**config.mk**
```make
export PLATFORM = sky130hd
export DESIGN_NAME = bit_serializer
export DESIGN_NICKNAME = d
export VERILOG_FILES = /design/src/rtl/bit_serializer_pkg.sv /design/src/rtl/bit_serializer.sv
export SDC_FILE = /design/constraint.sdc
export NUM_CORES = 1
export LEC_CHECK = 0
export BUFFER_PORTS_ARGS = -buffer_cell sky130_fd_sc_hd__buf_2
export CELL_PAD_IN_SITES_DETAIL_PLACEMENT = 1
export CELL_PAD_IN_SITES_GLOBAL_PLACEMENT = 2
export CORE_MARGIN = 1.5
export CORE_UTILIZATION = 31
export CTS_BUF_LIST = sky130_fd_sc_hd__clkbuf_8
export DETAILED_ROUTE_END_ITERATION = 16
export GPL_TIMING_DRIVEN = 1
export PLACE_DENSITY_LB_ADDON = 0.1
export SYNTH_ARGS = -nofsm -noshare
export SYNTH_HDL_FRONTEND = slang
export SYNTH_SLANG_ARGS = --single-unit
```
**constraint.sdc**
```tcl
create_clock -name clk -period 3.5 [get_ports clk]
set_input_delay 0.7 -clock clk [delete_from_list [all_inputs] [get_ports clk]]
set_output_delay 0.7 -clock clk [all_outputs]
set_load 0.02 [all_outputs]
```
**src/rtl/bit_serializer_pkg.sv**
```systemverilog
// Shared types and helpers for the bit serializer: FSM state encoding,
// length-field sizing and the length clamp applied to incoming words.
package bit_serializer_pkg;

    localparam int DEFAULT_DATA_W = 16;
    localparam int DEFAULT_LEN_W  = $clog2(DEFAULT_DATA_W + 1);

    typedef enum logic [1:0] {
        IDLE,
        CLEAR,
        SHIFT
    } state_t;

    // Width needed to hold any length from 0 up to data_w inclusive.
    function automatic int len_width(input int data_w);
        return $clog2(data_w + 1);
    endfunction

    function automatic int clamp_len(input int len, input int data_w);
        return (len > data_w) ? data_w : len;
    endfunction

endpackage

```
**src/rtl/bit_serializer.sv**
```systemverilog
// Serializes variable-length words MSB first with a per-bit valid, a last-bit
// flag and an optional one-cycle clear request ahead of each word.
module bit_serializer
    import bit_serializer_pkg::*;
#(
    parameter int DATA_W = DEFAULT_DATA_W,
    parameter int LEN_W  = len_width(DATA_W)
) (
    input  logic              clk,
    input  logic              reset,
    input  logic              in_valid,
    output logic              in_ready,
    input  logic [DATA_W-1:0] in_data,
    input  logic [LEN_W-1:0]  in_len,
    input  logic              in_clear,
    output logic              ser_bit,
    output logic              ser_valid,
    output logic              ser_clear,
    output logic              ser_last,
    output logic              busy
);

    state_t            state_q, state_d;
    logic [DATA_W-1:0] data_q, data_d;
    logic [LEN_W-1:0]  idx_q, idx_d;
    logic [LEN_W-1:0]  len_c;
    logic              last_bit;
    logic              accept;
    logic              bit_d, valid_d, clear_d, last_d, busy_d;

    assign last_bit = (state_q == SHIFT) && (idx_q == '0);
    assign in_ready = !reset && ((state_q == IDLE) || last_bit);
    assign accept   = in_valid && in_ready;
    assign len_c    = LEN_W'(clamp_len(int'(in_len), DATA_W));

    // While in CLEAR, idx_q holds the full captured length rather than a bit index.
    always_comb begin
        state_d = state_q;
        idx_d   = idx_q;
        data_d  = data_q;
        case (state_q)
            IDLE, SHIFT: begin
                if (accept) begin
                    data_d = in_data;
                    if (in_clear) begin
                        state_d = CLEAR;
                        idx_d   = len_c;
                    end else if (len_c != '0) begin
                        state_d = SHIFT;
                        idx_d   = len_c - LEN_W'(1);
                    end else begin
                        state_d = IDLE;
                    end
                end else if (state_q == SHIFT) begin
                    if (idx_q == '0) begin
                        state_d = IDLE;
                    end else begin
                        idx_d = idx_q - LEN_W'(1);
                    end
                end
            end
            CLEAR: begin
                if (idx_q == '0) begin
                    state_d = IDLE;
                end else begin
                    state_d = SHIFT;
                    idx_d   = idx_q - LEN_W'(1);
                end
            end
            default: state_d = IDLE;
        endcase
    end

    // Outputs are decoded from the next state so they can be registered with it.
    always_comb begin
        bit_d   = ser_bit;
        valid_d = 1'b0;
        clear_d = 1'b0;
        last_d  = 1'b0;
        busy_d  = (state_d != IDLE);
        case (state_d)
            SHIFT: begin
                valid_d = 1'b1;
                last_d  = (idx_d == '0);
                for (int i = 0; i < DATA_W; i++) begin
                    if (idx_d == LEN_W'(i)) begin
                        bit_d = data_d[i];
                    end
                end
            end
            CLEAR:   clear_d = 1'b1;
            default: ;
        endcase
    end

    always_ff @(posedge clk) begin
        if (reset) begin
            state_q   <= IDLE;
            idx_q     <= '0;
            data_q    <= '0;
            ser_bit   <= 1'b0;
            ser_valid <= 1'b0;
            ser_clear <= 1'b0;
            ser_last  <= 1'b0;
            busy      <= 1'b0;
        end else begin
            state_q   <= state_d;
            idx_q     <= idx_d;
            data_q    <= data_d;
            ser_bit   <= bit_d;
            ser_valid <= valid_d;
            ser_clear <= clear_d;
            ser_last  <= last_d;
            busy      <= busy_d;
        end
    end

endmodule

```
==> results of run 1 <==
flip-flops by register name (all words and copies together) (netlist names):
| signal | cells |
|---|---|
| busy | 1 |
| ser_clear | 1 |
| idx_q | 5 |
| ser_valid | 1 |
| ser_bit | 1 |
| ser_last | 1 |
| state_q | 2 |
| data_q | 16 |
cells in the final DEF, fill, tap and decap left out, types with 2 or more instances in the layout:
| master | Yosys | final |
|---|---|---|
| nor4_1 | 3 | 3 |
| inv_1 | 9 | 8 |
| dfxtp_2 | 0 | 2 |
| ha_1 | 4 | 3 |
| buf_2 | 4 | 30 |
| o41ai_1 | 2 | 2 |
| o211ai_1 | 3 | 3 |
| nor2b_1 | 4 | 4 |
| a21oi_1 | 9 | 9 |
| mux2_2 | 2 | 2 |
| nor2_1 | 35 | 35 |
| a211o_1 | 2 | 2 |
| dfxtp_1 | 28 | 26 |
| a221oi_1 | 2 | 2 |
| o21ai_0 | 10 | 10 |
| nand3_1 | 4 | 4 |
| nand2_1 | 10 | 10 |
| and3_1 | 4 | 4 |
| o311a_1 | 2 | 2 |
| mux2i_1 | 25 | 25 |
| buf_4 | 2 | 14 |
| nor3_1 | 7 | 7 |
| nand2b_1 | 5 | 5 |
| nor4b_1 | 4 | 3 |
| o31ai_1 | 2 | 2 |
| clkbuf_8 | 0 | 3 |
| nor3b_1 | 2 | 2 |
stage by stage:
stage          setup TNS, ps  area [um^2]
5_1_grt                    0         2190
6_report                   0         2190
2_1_floorplan              0         1880
3_5_place_dp           -2.58         2140
3_3_place_gp               0         2140
4_1_cts                    0         2180
routing by layer:
layer | global-route usage | vias up | share of wire
met5 | 0 | - | 0
met1 | 0.220 | 834 | 0.45
met3 | 0.0182 | 2 | 0.019
li1 | - | 862 | -
met2 | 0.303 | 15 | 0.52
met4 | 0.0414 | 0 | 0.0045
layout make-up:
cell class | instances | share of cell area
clock buffer | 3 | 0.0189
inverter | 9 | 0.0154
multi-input combinational | 166 | 0.544
sequential | 28 | 0.257
tap | 75 | 0.0429
timing repair buffer | 45 | 0.122
logic make-up after synthesis:
kind of cell	Yosys count	share of synthesized area
adder cells (fa/ha/maj)	4	0.0269
multiplexers	29	0.173
flip-flops	28	0.301
AO/OA/AOI/OAI	45	0.182
AND/OR/NAND/NOR	87	0.244
XOR/XNOR	1	0.00470
buffers and inverters	25	0.0692
timing repair:
action	CTS	global route
gates resized for setup	1	4
pin swaps	0	1
buffers inserted	0	0
endpoints found under the setup margin	1	1
endpoints found under the hold margin	0	0
worst max-delay path: stages, from the launching register on:
cell      delay (ps)
dfxtp_2          370
inv_2             90
ha_2             220
or4b_4           490
and2_4           210
or3_4            380
a32oi_4          330
mux4_1           590
a21oi_1          160
nor2_1            70
a311oi_1         230
o32ai_1          110
power groups by stage:
stage / combinational, uW / sequential (uW) / clock, uW
2_1_floorplan: 339 / 376 / 0
3_3_place_gp: 461 / 377 / 0
3_5_place_dp: 463 / 377 / 0
4_1_cts: 465 / 370 / 185
5_1_grt: 511 / 375 / 201
6_report: 463 / 371 / 171
how the worst min path moves through the flow:
| stage | slack [ps] | from | end | depth (start not counted) |
|---|---|---|---|---|
| floorplan | 450 | data_q[6] | data_q[6] | 2 |
| global placement | 460 | data_q[8] | data_q[8] | 2 |
| detailed placement | 480 | data_q[6] | data_q[6] | 2 |
| CTS | 500 | data_q[6] | data_q[6] | 2 |
| global route | 520 | data_q[6] | data_q[6] | 2 |
| finish | 490 | data_q[6] | data_q[6] | 2 |
==> flow_summary.toml, run 1 <==
[drt]
vias = 1713
mean_number_of_vias_per_cell = 5.25
dr.pass1.iters = 4
detail_route.wirelength_mm = 5.08
detail_route.drc_violations = 0
drt-wirelength-per-cell_um = 15.6
detailedRoute.firstIterationViolations = 61
postRouteAntennaNets = 0

[timing]
final_max_slew_viol_count = 0
min_period_over_period = 0.969
timing.slew.headroom = 0.617
timing.final.hold_violations = 0
fin_ws_ps = 109
worst_slew_pin_slew_ps = 569
rsz_0062_raised_after_global_routing = "false"
hold-worst-slack_ps = 491
finalClockSkew_ps = 4.92
period_needed_ps = 3390
finalSetupViolCount = 0
timing.fmax_mhz = 295

[logic_synthesis]
synth_top_flop_cell = "dfxtp_1"
synth_cell_types = 53
synthTopCellsByCount = "nor2_1, dfxtp_1, mux2i_1"
post-synth-top-area-cell = "dfxtp_1"
synthArstFlopShare = 0
syn-mean-instance-area_um2 = 8.51
total_standard_cell_area_after_synthesis_um2 = 1860
synth-edff-count = 0
synth_cells = 219
synth_register_bits = 28
mappedNetlistNets = 248
synth_sequential_area_ratio = 0.301
yosysWarnings = 0
synth.most_common_cell = "nor2_1"
synthTopCellsByArea = "dfxtp_1, mux2i_1, nor2_1, ha_1, o21ai_0"
synth_largest_type_area_fraction = 0.301

[place]
finalWeightedCongestion = 0.848
port-buffer-count = 30
dpl_worst_slack_ps = -2.58
place.detailed.hpwl_mm = 4.00
place.detailed.instances = 323

[global_route]
antenna_found_initial = 0
grt_start_max_net_pins = 28
first_global_vias = 1703
grt_pass1_wl_mm = 8.56
grt_overflow = 0
grt_util_all_layers = 0.171

[hold_path]
timing.hold.worst.class = "reg -> reg"

[clock_tree]
clockRootBuffer = "clkbuf_8"
tritoncts_num_sinks = 28
cts_made_buffers = 3
clk-insertion-delay-late_ps = 270
clock_tree.htree_level_count = 1
tritoncts = "done"
clock_pin_transition_on_the_worst_setup_and_hold_timing_paths_ps = 90
max-clock-path-buffers = 2
hold_buffers = 0

[floorplanning]
placement_rows = 28
fp.coreArea_um2 = 5850
die_area_um2 = 6480
ios = 31
initial_core_util = 0.318
die_width_um = 80.5
die-height_um = 80.5

[setup_path]
cp_data_arrival_time_ps = 3540
regToRegSetupSlack_ps = 110
critical_path.reg2reg.endpoint = "ser_bit"
worstSetupPathType = "reg -> reg"
timing.reg2reg.worst_path_depth = 11
worst_setup_endpoint = "ser_bit"
critPathLaunchType = "flip-flop"
r2r-start = "idx_q[0]"
crit_path_start = "idx_q[0]"
crit_fanout = 8
cp_data_required_time_ps = 3650
end_kind = "flip-flop"

[layout]
synthToLayoutAreaGrowth_pct = 17.5
num-fill-cells = 703
layout.nets = 282
drive_above_1_share = 0.255
finish.utilization = 0.374
multi_input_area_um2 = 1190
fin_cells = 326
sequential_cell_area_in_the_final_layout_um2 = 563
antennaDiodeCount = 0

[flow_run]
cap_viol_max_count = 0

[pwr]
p_comb_frac = 0.461
total_power_uw = 1000
seq_power_share = 0.369
power.share.clock = 0.170
ir_worst_vdd_v = 0.000199
p_sw_uw = 373
power.density_cell_area_nw_per_um2 = 459
total_leakage_power_uw = 0.000929
p_sw_frac = 0.371
intPower_uw = 632

[status]
run_status = "complete, no violations"
Note: power is estimated with default switching activity, not from simulation.
==> run 2: changes to the inputs <==
--- a/config.mk
+++ b/config.mk
@@ -13,7 +13,7 @@
 export CTS_BUF_LIST = sky130_fd_sc_hd__clkbuf_8
 export DETAILED_ROUTE_END_ITERATION = 16
 export GPL_TIMING_DRIVEN = 1
-export PLACE_DENSITY_LB_ADDON = 0.1
+export PLACE_DENSITY = 0.76
 export SYNTH_ARGS = -nofsm -noshare
 export SYNTH_HDL_FRONTEND = slang
 export SYNTH_SLANG_ARGS = --single-unit
==> flow_summary.toml, run 2 (synthesis results as in run 1) <==
[drt]
dr.pass1.iters = 4
detailedRoute.firstIterationViolations = 53
drt-wirelength-per-cell_um = 14.9
postRouteAntennaNets = 0
vias = 1712
detail_route.drc_violations = 0
mean_number_of_vias_per_cell = 5.20
detail_route.wirelength_mm = 4.92

[timing]
period_needed_ps = 3300
worst_slew_pin_slew_ps = 489
timing.final.hold_violations = 0
timing.slew.headroom = 0.674
timing.fmax_mhz = 303
final_max_slew_viol_count = 0
finalClockSkew_ps = 6.21
rsz_0062_raised_after_global_routing = "false"
min_period_over_period = 0.943
finalSetupViolCount = 0
finalSetupTns_ps = 0
hold-worst-slack_ps = 498

[layout]
mostFrequentLayoutCell = "nor2_1"
layout.cells.most_common_list = "nor2_1, buf_2, dfxtp_1"
num-fill-cells = 696
largest_register = "data_q"
layout.nets = 284
synthToLayoutAreaGrowth_pct = 19.7
largest_register_ffs = 16
finish.utilization = 0.381
antennaDiodeCount = 0
top_registers = "data_q (16), idx_q (5), state_q (2)"
drive_above_1_share = 0.252

[global_route]
antenna_found_initial = 0
grt_overflow = 0
first_global_vias = 1764
grt_util_all_layers = 0.166
grt_start_max_net_pins = 28
grt_pass1_wl_mm = 8.39

[floorplanning]
die_width_um = 80.5
die_area_um2 = 6480
die-height_um = 80.5
fp.coreArea_um2 = 5850
ios = 31
placement_rows = 28
initial_core_util = 0.318

[clock_tree]
cts_made_buffers = 3
tritoncts_num_sinks = 28
clock_pin_transition_on_the_worst_setup_and_hold_timing_paths_ps = 100
tritoncts = "done"
cts_post_setup_buffers_inserted = 0
clock_tree.htree_level_count = 1
clockRootBuffer = "clkbuf_8"
max-clock-path-buffers = 2
clk-insertion-delay-late_ps = 280

[pwr]
total_power_uw = 1090
total_leakage_power_uw = 0.000953
p_sw_uw = 380
p_sw_frac = 0.349
ir_worst_vdd_v = 0.000190
power.density_cell_area_nw_per_um2 = 489
intPower_uw = 711
power.share.clock = 0.241
seq_power_share = 0.336
p_comb_frac = 0.423

[setup_path]
worstPathCellList = "inv_1 > ha_1 > or4b_4 > and2_4 > or3_4 > a32oi_4 > mux4_1 > a21oi_1 > nor2_1 > a311oi_1 > o32ai_1"
path_delay_family = "simple AND/OR/NAND/NOR gates"
worstPathBufferInverterCount = 1
cp_data_required_time_ps = 3670
end_kind = "flip-flop"
critPathLaunchType = "flip-flop"
crit_fanout = 8
regToRegSetupSlack_ps = 200
crit_path_max_incr_delay_ps = 570
worstSetupPathType = "reg -> reg"
cp_data_arrival_time_ps = 3470
slowest_stage = "mux4_1"

[flow_run]
cap_viol_max_count = 0

[place]
port-buffer-count = 30
finalWeightedCongestion = 0.810
place.detailed.hpwl_mm = 3.84

[status]
run_status = "complete, no violations"

[hold_path]
timing.hold.worst.class = "reg -> reg"
run 2: cell types whose count changed in the layout (fill, tap and decap cells not counted), sizes merged:
cell,delta
buf,+2
bufinv,+1
run 2: final cells by class:
cell class	instances	area (um^2)	area share
repair buffers	47	278	0.125
inverters	9	33.8	0.0152
clock inverters	1	30.0	0.0135
flip-flops and latches	28	561	0.251
clock buffers	3	41.3	0.0185
multi-input cells	166	1190	0.535
well taps	75	93.8	0.0421
run 2: routing by layer:
metal / GRT usage / part of all wire
met5: 0 / 0
met4: 0.0466 / 0.011
met3: 0.0239 / 0.019
met2: 0.292 / 0.51
met1: 0.209 / 0.46
run 2: final timing paths:
path / startpoint / end / cells past startpoint
max: idx_q[1] / ser_bit / 11
min: data_q[8] / data_q[8] / 2
min reg2reg: data_q[8] / data_q[8] / 2
max reg2reg: idx_q[1] / ser_bit / 11
run 2: timing repair:
action                     in CTS  in global routing
hold buffers                    0                  0
setup endpoints to repair       0                  1
gates resized for setup         0                  1
run 2: per-stage QoR:
step	cell area, um^2	setup WS [ps]	std cells
after floorplan	1880	12.8	219
after global placement	2150	237	325
after detailed placement	2150	165	325
after CTS	2230	168	329
after global routing	2230	27.0	329
final	2230	198	329
run 2: worst register-to-register path, cell delays in order (launching register included):
cell      delay (ps)
dfxtp_1          380
inv_1            100
ha_1             200
or4b_4           500
and2_4           210
or3_4            380
a32oi_4          270
mux4_1           570
a21oi_1          180
nor2_1            80
a311oi_1         220
o32ai_1          110
run 2: power groups by stage:
| stage | Combinational [uW] | Sequential, uW | Clock, uW |
|---|---|---|---|
| 2_1_floorplan | 339 | 376 | 0 |
| 4_1_cts | 467 | 367 | 268 |
| 3_5_place_dp | 463 | 374 | 0 |
| 6_report | 461 | 367 | 263 |
| 3_3_place_gp | 460 | 374 | 0 |
| 5_1_grt | 516 | 371 | 281 |
